**src/rtl/control_unit_pkg.sv**
```systemverilog
// Shared encodings for the ezRISC control sequencer: opcodes, ALU codes, step states,
// instruction classes and the bundled control word.
package control_unit_pkg;

   localparam logic [4:0] OpLd   = 5'b00000;
   localparam logic [4:0] OpLdi  = 5'b00001;
   localparam logic [4:0] OpSt   = 5'b00010;
   localparam logic [4:0] OpAdd  = 5'b00011;
   localparam logic [4:0] OpSub  = 5'b00100;
   localparam logic [4:0] OpShr  = 5'b00101;
   localparam logic [4:0] OpShl  = 5'b00110;
   localparam logic [4:0] OpRor  = 5'b00111;
   localparam logic [4:0] OpRol  = 5'b01000;
   localparam logic [4:0] OpAnd  = 5'b01001;
   localparam logic [4:0] OpOr   = 5'b01010;
   localparam logic [4:0] OpAddi = 5'b01011;
   localparam logic [4:0] OpAndi = 5'b01100;
   localparam logic [4:0] OpOri  = 5'b01101;
   localparam logic [4:0] OpMul  = 5'b01110;
   localparam logic [4:0] OpDiv  = 5'b01111;
   localparam logic [4:0] OpNeg  = 5'b10000;
   localparam logic [4:0] OpNot  = 5'b10001;
   localparam logic [4:0] OpIn   = 5'b10101;
   localparam logic [4:0] OpOut  = 5'b10110;
   localparam logic [4:0] OpMfhi = 5'b10111;
   localparam logic [4:0] OpMflo = 5'b11000;
   localparam logic [4:0] OpNop  = 5'b11001;
   localparam logic [4:0] OpHalt = 5'b11010;

   // Same encoding the datapath ALU decodes.
   typedef enum logic [3:0] {
      AluAdd = 4'd0,  AluSub = 4'd1,  AluAnd = 4'd2,  AluOr  = 4'd3,
      AluShr = 4'd4,  AluShl = 4'd5,  AluRor = 4'd6,  AluRol = 4'd7,
      AluMul = 4'd8,  AluDiv = 4'd9,  AluNeg = 4'd10, AluNot = 4'd11
   } alu_op_e;

   typedef enum logic [3:0] {
      StT0 = 4'd0, StT1 = 4'd1, StT2 = 4'd2, StT3 = 4'd3, StT4 = 4'd4,
      StT5 = 4'd5, StT6 = 4'd6, StT7 = 4'd7, StT8 = 4'd8, StT9 = 4'd9,
      StHalt = 4'd15
   } state_e;

   typedef enum logic [3:0] {
      ClsLd, ClsLdi, ClsSt, ClsAlu, ClsAluImm, ClsMulDiv, ClsUnary,
      ClsIn, ClsOut, ClsMfhi, ClsMflo, ClsNop, ClsHalt, ClsIllegal
   } op_class_e;

   typedef struct packed {
      logic    gra;
      logic    grb;
      logic    grc;
      logic    r_in;
      logic    r_out;
      logic    ba_out;
      logic    hi_in;
      logic    hi_out;
      logic    lo_in;
      logic    lo_out;
      logic    pc_in;
      logic    pc_out;
      logic    ir_in;
      logic    z_in;
      logic    z_high_out;
      logic    z_low_out;
      logic    y_in;
      logic    mar_in;
      logic    inport_out;
      logic    outport_in;
      logic    c_out;
      logic    mdr_in;
      logic    mdr_out;
      logic    read;
      logic    write;
      logic    inc_pc;
      logic    illegal_op;
      alu_op_e alu_op;
   } ctrl_t;

   function automatic op_class_e op_class(input logic [4:0] op);
      case (op)
         OpLd:                   return ClsLd;
         OpLdi:                  return ClsLdi;
         OpSt:                   return ClsSt;
         OpAdd, OpSub, OpShr, OpShl,
         OpRor, OpRol, OpAnd, OpOr: return ClsAlu;
         OpAddi, OpAndi, OpOri:  return ClsAluImm;
         OpMul, OpDiv:           return ClsMulDiv;
         OpNeg, OpNot:           return ClsUnary;
         OpIn:                   return ClsIn;
         OpOut:                  return ClsOut;
         OpMfhi:                 return ClsMfhi;
         OpMflo:                 return ClsMflo;
         OpNop:                  return ClsNop;
         OpHalt:                 return ClsHalt;
         default:                return ClsIllegal;
      endcase
   endfunction

   function automatic alu_op_e alu_of(input logic [4:0] op);
      case (op)
         OpAdd, OpAddi: return AluAdd;
         OpSub:         return AluSub;
         OpShr:         return AluShr;
         OpShl:         return AluShl;
         OpRor:         return AluRor;
         OpRol:         return AluRol;
         OpAnd, OpAndi: return AluAnd;
         OpOr, OpOri:   return AluOr;
         OpMul:         return AluMul;
         OpDiv:         return AluDiv;
         OpNeg:         return AluNeg;
         OpNot:         return AluNot;
         default:       return AluAdd;
      endcase
   endfunction

   // Final execute step of each class; the step after it is T0 (or HALT).
   function automatic state_e last_step(input op_class_e cls);
      case (cls)
         ClsLd:              return StT9;
         ClsSt:              return StT8;
         ClsMulDiv:          return StT7;
         ClsLdi, ClsAlu,
         ClsAluImm:          return StT6;
         ClsUnary:           return StT5;
         default:            return StT4;
      endcase
   endfunction

endpackage

```
**src/rtl/control_unit.sv**
```systemverilog
// Multi-cycle ezRISC control sequencer: a step-state register plus a Moore decode of
// (state, opcode) that drives every datapath control input, one bus transfer per clock.
module control_unit
   import control_unit_pkg::*;
#(
   parameter int unsigned REG_SIZE = 32
) (
   input  logic                clk,
   input  logic                reset,
   input  logic [REG_SIZE-1:0] ir,
   input  logic                stop,
   output logic                run,
   output logic                illegal_op,
   output logic                gra,
   output logic                grb,
   output logic                grc,
   output logic                r_in,
   output logic                r_out,
   output logic                ba_out,
   output logic                hi_in,
   output logic                hi_out,
   output logic                lo_in,
   output logic                lo_out,
   output logic                pc_in,
   output logic                pc_out,
   output logic                ir_in,
   output logic                z_in,
   output logic                z_high_out,
   output logic                z_low_out,
   output logic                y_in,
   output logic                mar_in,
   output logic                inport_out,
   output logic                outport_in,
   output logic                c_out,
   output logic                mdr_in,
   output logic                mdr_out,
   output logic                read,
   output logic                write,
   output logic                inc_pc,
   output logic [3:0]          alu_op
);

   logic [4:0] opcode;
   logic       unused_ir;
   op_class_e  cls;
   state_e     state_q, state_d;
   logic       stop_q;
   ctrl_t      ctrl, ctrl_out;

   assign opcode    = ir[REG_SIZE-1 -: 5];
   assign unused_ir = ^ir[REG_SIZE-6:0];
   assign cls       = op_class(opcode);

   always_ff @(posedge clk) begin
      if (reset) begin
         state_q <= StT0;
         stop_q  <= 1'b0;
      end else begin
         state_q <= state_d;
         if (state_q == StT3) stop_q <= stop;
      end
   end

   always_comb begin
      state_d = state_q;
      unique case (state_q)
         StHalt:                 state_d = StHalt;
         StT0, StT1, StT2, StT3: state_d = state_e'(state_q + 4'd1);
         default: begin
            if (state_q == last_step(cls)) begin
               state_d = (stop_q || cls == ClsHalt) ? StHalt : StT0;
            end else begin
               state_d = state_e'(state_q + 4'd1);
            end
         end
      endcase
   end

   always_comb begin
      ctrl = '0;
      unique case (state_q)
         StT0: begin
            ctrl.pc_out = 1'b1;
            ctrl.mar_in = 1'b1;
            ctrl.inc_pc = 1'b1;
            ctrl.alu_op = AluAdd;
            ctrl.z_in   = 1'b1;
         end
         StT1: begin
            ctrl.z_low_out = 1'b1;
            ctrl.pc_in     = 1'b1;
         end
         StT2: begin
            ctrl.read   = 1'b1;
            ctrl.mdr_in = 1'b1;
         end
         StT3: begin
            ctrl.mdr_out = 1'b1;
            ctrl.ir_in   = 1'b1;
         end
         StHalt: ;
         default: begin
            unique case (cls)
               ClsLd, ClsLdi, ClsSt: begin
                  case (state_q)
                     StT4: begin
                        ctrl.grb    = 1'b1;
                        ctrl.ba_out = 1'b1;
                        ctrl.y_in   = 1'b1;
                     end
                     StT5: begin
                        ctrl.c_out  = 1'b1;
                        ctrl.alu_op = AluAdd;
                        ctrl.z_in   = 1'b1;
                     end
                     StT6: begin
                        ctrl.z_low_out = 1'b1;
                        if (cls == ClsLdi) begin
                           ctrl.gra  = 1'b1;
                           ctrl.r_in = 1'b1;
                        end else begin
                           ctrl.mar_in = 1'b1;
                        end
                     end
                     // T7 of ld is an idle step covering RAM latency.
                     StT7: begin
                        if (cls == ClsSt) begin
                           ctrl.gra    = 1'b1;
                           ctrl.r_out  = 1'b1;
                           ctrl.mdr_in = 1'b1;
                        end
                     end
                     StT8: begin
                        ctrl.read   = (cls == ClsLd);
                        ctrl.mdr_in = (cls == ClsLd);
                        ctrl.write  = (cls == ClsSt);
                     end
                     StT9: begin
                        ctrl.mdr_out = 1'b1;
                        ctrl.gra     = 1'b1;
                        ctrl.r_in    = 1'b1;
                     end
                     default: ;
                  endcase
               end
               ClsAlu, ClsAluImm: begin
                  case (state_q)
                     StT4: begin
                        ctrl.grb   = 1'b1;
                        ctrl.r_out = 1'b1;
                        ctrl.y_in  = 1'b1;
                     end
                     StT5: begin
                        ctrl.alu_op = alu_of(opcode);
                        ctrl.z_in   = 1'b1;
                        ctrl.c_out  = (cls == ClsAluImm);
                        ctrl.grc    = (cls == ClsAlu);
                        ctrl.r_out  = (cls == ClsAlu);
                     end
                     StT6: begin
                        ctrl.z_low_out = 1'b1;
                        ctrl.gra       = 1'b1;
                        ctrl.r_in      = 1'b1;
                     end
                     default: ;
                  endcase
               end
               ClsMulDiv: begin
                  case (state_q)
                     StT4: begin
                        ctrl.gra   = 1'b1;
                        ctrl.r_out = 1'b1;
                        ctrl.y_in  = 1'b1;
                     end
                     StT5: begin
                        ctrl.grb    = 1'b1;
                        ctrl.r_out  = 1'b1;
                        ctrl.alu_op = alu_of(opcode);
                        ctrl.z_in   = 1'b1;
                     end
                     StT6: begin
                        ctrl.z_low_out = 1'b1;
                        ctrl.lo_in     = 1'b1;
                     end
                     StT7: begin
                        ctrl.z_high_out = 1'b1;
                        ctrl.hi_in      = 1'b1;
                     end
                     default: ;
                  endcase
               end
               ClsUnary: begin
                  if (state_q == StT4) begin
                     ctrl.grb    = 1'b1;
                     ctrl.r_out  = 1'b1;
                     ctrl.alu_op = alu_of(opcode);
                     ctrl.z_in   = 1'b1;
                  end else if (state_q == StT5) begin
                     ctrl.z_low_out = 1'b1;
                     ctrl.gra       = 1'b1;
                     ctrl.r_in      = 1'b1;
                  end
               end
               ClsIn: begin
                  ctrl.inport_out = (state_q == StT4);
                  ctrl.gra        = (state_q == StT4);
                  ctrl.r_in       = (state_q == StT4);
               end
               ClsOut: begin
                  ctrl.gra        = (state_q == StT4);
                  ctrl.r_out      = (state_q == StT4);
                  ctrl.outport_in = (state_q == StT4);
               end
               ClsMfhi: begin
                  ctrl.hi_out = (state_q == StT4);
                  ctrl.gra    = (state_q == StT4);
                  ctrl.r_in   = (state_q == StT4);
               end
               ClsMflo: begin
                  ctrl.lo_out = (state_q == StT4);
                  ctrl.gra    = (state_q == StT4);
                  ctrl.r_in   = (state_q == StT4);
               end
               ClsIllegal: ctrl.illegal_op = (state_q == StT4);
               default: ;
            endcase
         end
      endcase
   end

   // Outputs act on the edge that ends the step, so holding them low while reset is high
   // keeps an aborted instruction from landing a partial register or memory write.
   assign ctrl_out = reset ? '0 : ctrl;

   assign run        = (state_q != StHalt);
   assign illegal_op = ctrl_out.illegal_op;
   assign gra        = ctrl_out.gra;
   assign grb        = ctrl_out.grb;
   assign grc        = ctrl_out.grc;
   assign r_in       = ctrl_out.r_in;
   assign r_out      = ctrl_out.r_out;
   assign ba_out     = ctrl_out.ba_out;
   assign hi_in      = ctrl_out.hi_in;
   assign hi_out     = ctrl_out.hi_out;
   assign lo_in      = ctrl_out.lo_in;
   assign lo_out     = ctrl_out.lo_out;
   assign pc_in      = ctrl_out.pc_in;
   assign pc_out     = ctrl_out.pc_out;
   assign ir_in      = ctrl_out.ir_in;
   assign z_in       = ctrl_out.z_in;
   assign z_high_out = ctrl_out.z_high_out;
   assign z_low_out  = ctrl_out.z_low_out;
   assign y_in       = ctrl_out.y_in;
   assign mar_in     = ctrl_out.mar_in;
   assign inport_out = ctrl_out.inport_out;
   assign outport_in = ctrl_out.outport_in;
   assign c_out      = ctrl_out.c_out;
   assign mdr_in     = ctrl_out.mdr_in;
   assign mdr_out    = ctrl_out.mdr_out;
   assign read       = ctrl_out.read;
   assign write      = ctrl_out.write;
   assign inc_pc     = ctrl_out.inc_pc;
   assign alu_op     = ctrl_out.alu_op;

endmodule
```
**config.mk**
```make
export PLATFORM = sky130hd
export DESIGN_NAME = control_unit
export DESIGN_NICKNAME = d
export VERILOG_FILES = /design/src/rtl/control_unit_pkg.sv /design/src/rtl/control_unit.sv
export SDC_FILE = /design/constraint.sdc
export NUM_CORES = 1
export LEC_CHECK = 0
export ABC_CLOCK_PERIOD_IN_PS = 3500
export CORE_ASPECT_RATIO = 0.5
export CORE_MARGIN = 2
export CORE_UTILIZATION = 40
export CTS_BUF_LIST = sky130_fd_sc_hd__clkbuf_4
export CTS_CLUSTER_DIAMETER = 40
export DETAILED_ROUTE_END_ITERATION = 10
export GPL_TIMING_DRIVEN = 0
export HOLD_SLACK_MARGIN = 0.03
export PLACE_DENSITY = 0.82
export SKIP_LAST_GASP = 1
export SLEW_MARGIN = 0
export SYNTH_ARGS = -nofsm -noshare
export SYNTH_HDL_FRONTEND = slang
export SYNTH_SLANG_ARGS = --single-unit
```
**constraint.sdc**
```tcl
create_clock -name clk -period 3.5 [get_ports clk]
set_input_delay 0.525 -clock clk [delete_from_list [all_inputs] [get_ports clk]]
set_output_delay 0.525 -clock clk [all_outputs]
set_load 0.005 [all_outputs]
```
==> results of run 1 <==
## cell families (layout without fill, tap and decap cells)
kind of cell,Yosys count,in the layout
XOR/XNOR,1,1
AO/OA/AOI/OAI,53,53
flip-flops,5,5
buffers and inverters,25,66
AND/OR/NAND/NOR,88,88
adder cells (fa/ha/maj),6,6
## cell usage in the layout, fill, tap and decap left out, drive strengths merged, types with 3 or more instances in the layout
cell type / n
dfxtp: 5
nor3b: 3
nand2: 17
nor3: 8
a31oi: 5
clkbuf: 6
clkdlybuf4s50: 35
and2: 4
o21ai: 15
buf: 12
nor2b: 4
inv: 11
nand3: 9
nor4: 5
nor2: 16
and3: 6
ha: 6
o21a: 3
a211oi: 4
a21oi: 7
nand2b: 5
o22ai: 3
## power by group through the flow
stage / Clock (W) / Sequential (W) / Combinational, W
2_1_floorplan: 0 / 0.0000676 / 0.000127
3_3_place_gp: 0 / 0.0000688 / 0.000193
3_5_place_dp: 0 / 0.0000692 / 0.000195
4_1_cts: 0.0000768 / 0.0000682 / 0.000196
5_1_grt: 0.0000791 / 0.0000702 / 0.000221
6_report: 0.0000725 / 0.0000691 / 0.000202
## registers in the layout, indices dropped and copies added (netlist names)
| signal | cells |
|---|---|
| state_q | 4 |
| stop_q | 1 |
## repair_timing
item                                    in CTS  in global routing
resized for setup                            4                  6
hold buffers                                 0                  0
pin swaps                                    0                  1
endpoints found under the setup margin       9                  8
buffers inserted                             0                  0
## metal layers
| metal | vias up | wire, um |
|---|---|---|
| li1 | 743 | - |
| met1 | 701 | 1787 |
| met2 | 72 | 1775 |
| met3 | 2 | 272 |
| met4 | 0 | 10 |
| met5 | - | 0 |
## area by class of cell
| cell class | count | area share |
|---|---|---|
| Multi-Input combinational cell | 148 | 0.5786 |
| Timing Repair Buffer | 37 | 0.2187 |
| Buffer | 14 | 0.07169 |
| Sequential cell | 5 | 0.05999 |
| Tap cell | 40 | 0.02926 |
| Inverter | 11 | 0.02414 |
| Clock buffer | 4 | 0.01756 |
## worst min-delay path, cell delays in order (launching register included)
cell     delay, ns
dfxtp_1       0.31
nand2_1       0.06
a21oi_1       0.06
## cell usage after synthesis, types with 3 or more instances
cell / number
o21ai_0: 14
inv_1: 11
buf_6: 8
a211oi_1: 3
dfxtp_1: 5
nand2_1: 17
ha_1: 6
o21a_1: 3
nand2b_1: 5
nor4_1: 4
a21oi_1: 7
nand3_1: 8
nor2_1: 15
a31oi_1: 5
nor3_1: 8
and3_1: 5
nor2b_1: 4
## worst paths after layout
check / start / end / slack (ns)
worst max-delay path: state_q[0] / illegal_op / 0.14
worst min register to register: stop_q / stop_q / 0.49
worst max register to register: state_q[3] / state_q[2] / 1.77
worst min-delay path: stop_q / stop_q / 0.49
## through the flow
stage               setup TNS (ns)    util   power, W  hold WS [ns]
finish                           0  0.5744  0.0003439        0.4865
global route                     0  0.5744  0.0003697        0.5101
CTS                              0  0.5664  0.0003405        0.4913
detailed placement          -1.168  0.5550  0.0002639        0.4855
global placement           -0.8027  0.5550  0.0002614        0.4673
floorplan                        0       -  0.0001949        0.4364
==> flow_metrics.env, run 1 <==
export IMPL_io_buffers=37
export IMPL_stdcell_area_um2=1710
export IMPL_clkTransAtPathRegs_ns=0.04
export IMPL_synth_area_um2=1232
export IMPL_antenna_cells=0
export IMPL_synth_distinct_cells=55
export IMPL_seqPwrFrac=0.201
export IMPL_synth_simple_area_share=0.4102
export IMPL_setup_viol=0
export IMPL_cp_required_ns=2.97
export IMPL_final_nets=261
export IMPL_drtIter0Drc=120
export IMPL_final_antenna_net_count=0
export IMPL_slew_violations=0
export IMPL_muxShareOfSynthArea=0
export IMPL_p_sw_frac=0.3993
export IMPL_hpwlAfterDp_um=2928
export IMPL_p_leak_nw=0.6487
export IMPL_gr_total_overflow=0
export IMPL_crit_family="simple AND/OR/NAND/NOR gates"
export IMPL_drc=0
export IMPL_synthFlopType="dfxtp_1"
export IMPL_area_growth_pct=38.78
export IMPL_synth_top_family_by_area="simple AND/OR/NAND/NOR gates"
export IMPL_powerDensity_nw_per_um2=201.1
export IMPL_syn_num_nets=219
export IMPL_drt_pass1_iter_count=5
export IMPL_grt_use_met3=0.03191
export IMPL_met2_usage=0.3306
export IMPL_crit_type="reg -> out"
export IMPL_cts_tree="built"
export IMPL_top_usage_layer="met2"
export IMPL_htree_levels=1
export IMPL_place_area_um2=1653
export IMPL_min_delay_path_depth=2
export IMPL_cts_buffers=3
export IMPL_first_global_vias=1389
export IMPL_path_buf_inv=2
export IMPL_use_met1=0.3130
export IMPL_status="finished clean"
export IMPL_seqCellArea_um2=102.6
export IMPL_grt_max_degree=11
export IMPL_gp_congestion=0.9313
export IMPL_multi_input_area_um2=989.7
export IMPL_synth_edf_count=0
export IMPL_routed_wl_um=3845
export IMPL_drive_above_1_share=0.1644
export IMPL_clock_path_buffers=2
export IMPL_fmax_mhz=297.9
export IMPL_synth_seq_area_share=0.08122
export IMPL_worstRegToRegCells=6
export IMPL_clockPowerShare=0.211
export IMPL_start_kind="flop"
export IMPL_fin_crit_sh=0.9591
export IMPL_post_place_ws_ns=-0.3980
export IMPL_vias_per_cell=5.861
export IMPL_finClkSkew_ns=0.0003086
export IMPL_die_h_um=43.25
export IMPL_stdcell_count=259
export IMPL_min_path_type="reg -> reg"
export IMPL_synth_top_area_share=0.08122
export IMPL_slowest_stage="or4_4"
export IMPL_syn_instance_count=178
export IMPL_die_w_um=82.50
export IMPL_finalHoldViolCount=0
export IMPL_dp_cells=255
export IMPL_tightestPinTransition_ns=0.4731
export IMPL_cp_end_kind="primary output"
export IMPL_io_pins=67
export IMPL_ys_warnings_count=0
export IMPL_vdd_drop_max_mv=0.1898
export IMPL_max_cap_viol_count=0
export IMPL_finalWorstSetupSlack_ns=0.1433
export IMPL_clk_latency_ns=0.24
export IMPL_synth_fa_ha_area_frac=0.06091
export IMPL_synth_area_leaders="dfxtp_1 8.1%, buf_6 7.3%, ha_1 6.1%"
export IMPL_num_rows=14
export IMPL_root_buffer="clkbuf_4"
export IMPL_worstPathArrival_ns=2.83
export IMPL_synth_seq_cells=5
export IMPL_power_frac_comb=0.588
export IMPL_synth_compound_area_share=0.3076
export IMPL_critPathMaxFanout=6
export IMPL_yosys_area_top_type="dfxtp_1"
export IMPL_vias=1518
export IMPL_max_stage_delay_ns=0.57
export IMPL_fillers=288
export IMPL_slew_headroom=0.6834
export IMPL_clock_sinks=5
export IMPL_routedWlPerCell_um=14.85
export IMPL_fin_crit_ns=3.357
export IMPL_crit_path_cell_trace="inv_1 > ha_1 > or4_4 > a21boi_4 > and2_4 > nand3_4 > and4b_1 > clkdlybuf4s50_1"
export IMPL_antenna_found_initial=0
export IMPL_power_switching_w=0.0001373
export IMPL_core_area_um2=2978
export IMPL_path_depth=8
export IMPL_intPower_w=0.0002066
export IMPL_synth_xor_area_share=0.007107
export IMPL_grt_first_pass_wirelength_um=6141
export IMPL_grt_usage=0.2169
export IMPL_synthArstFlopShare=0
export IMPL_syn_avg_cell_area_um2=6.924
export IMPL_die_area_um2=3568
export IMPL_initial_utilization=0.4139
export IMPL_rsz0062_at_grt="false"
No activity file was read; power rests on OpenSTA's default activity.
==> run 2, diff against run 1 <==
--- a/config.mk
+++ b/config.mk
@@ -16,7 +16,6 @@
 export HOLD_SLACK_MARGIN = 0.03
 export PLACE_DENSITY = 0.82
 export SKIP_LAST_GASP = 1
-export SLEW_MARGIN = 0
 export SYNTH_ARGS = -nofsm -noshare
 export SYNTH_HDL_FRONTEND = slang
 export SYNTH_SLANG_ARGS = --single-unit
==> results of run 2 <==
Same layout as run 1: the final DEF is identical, and so are final timing and power.
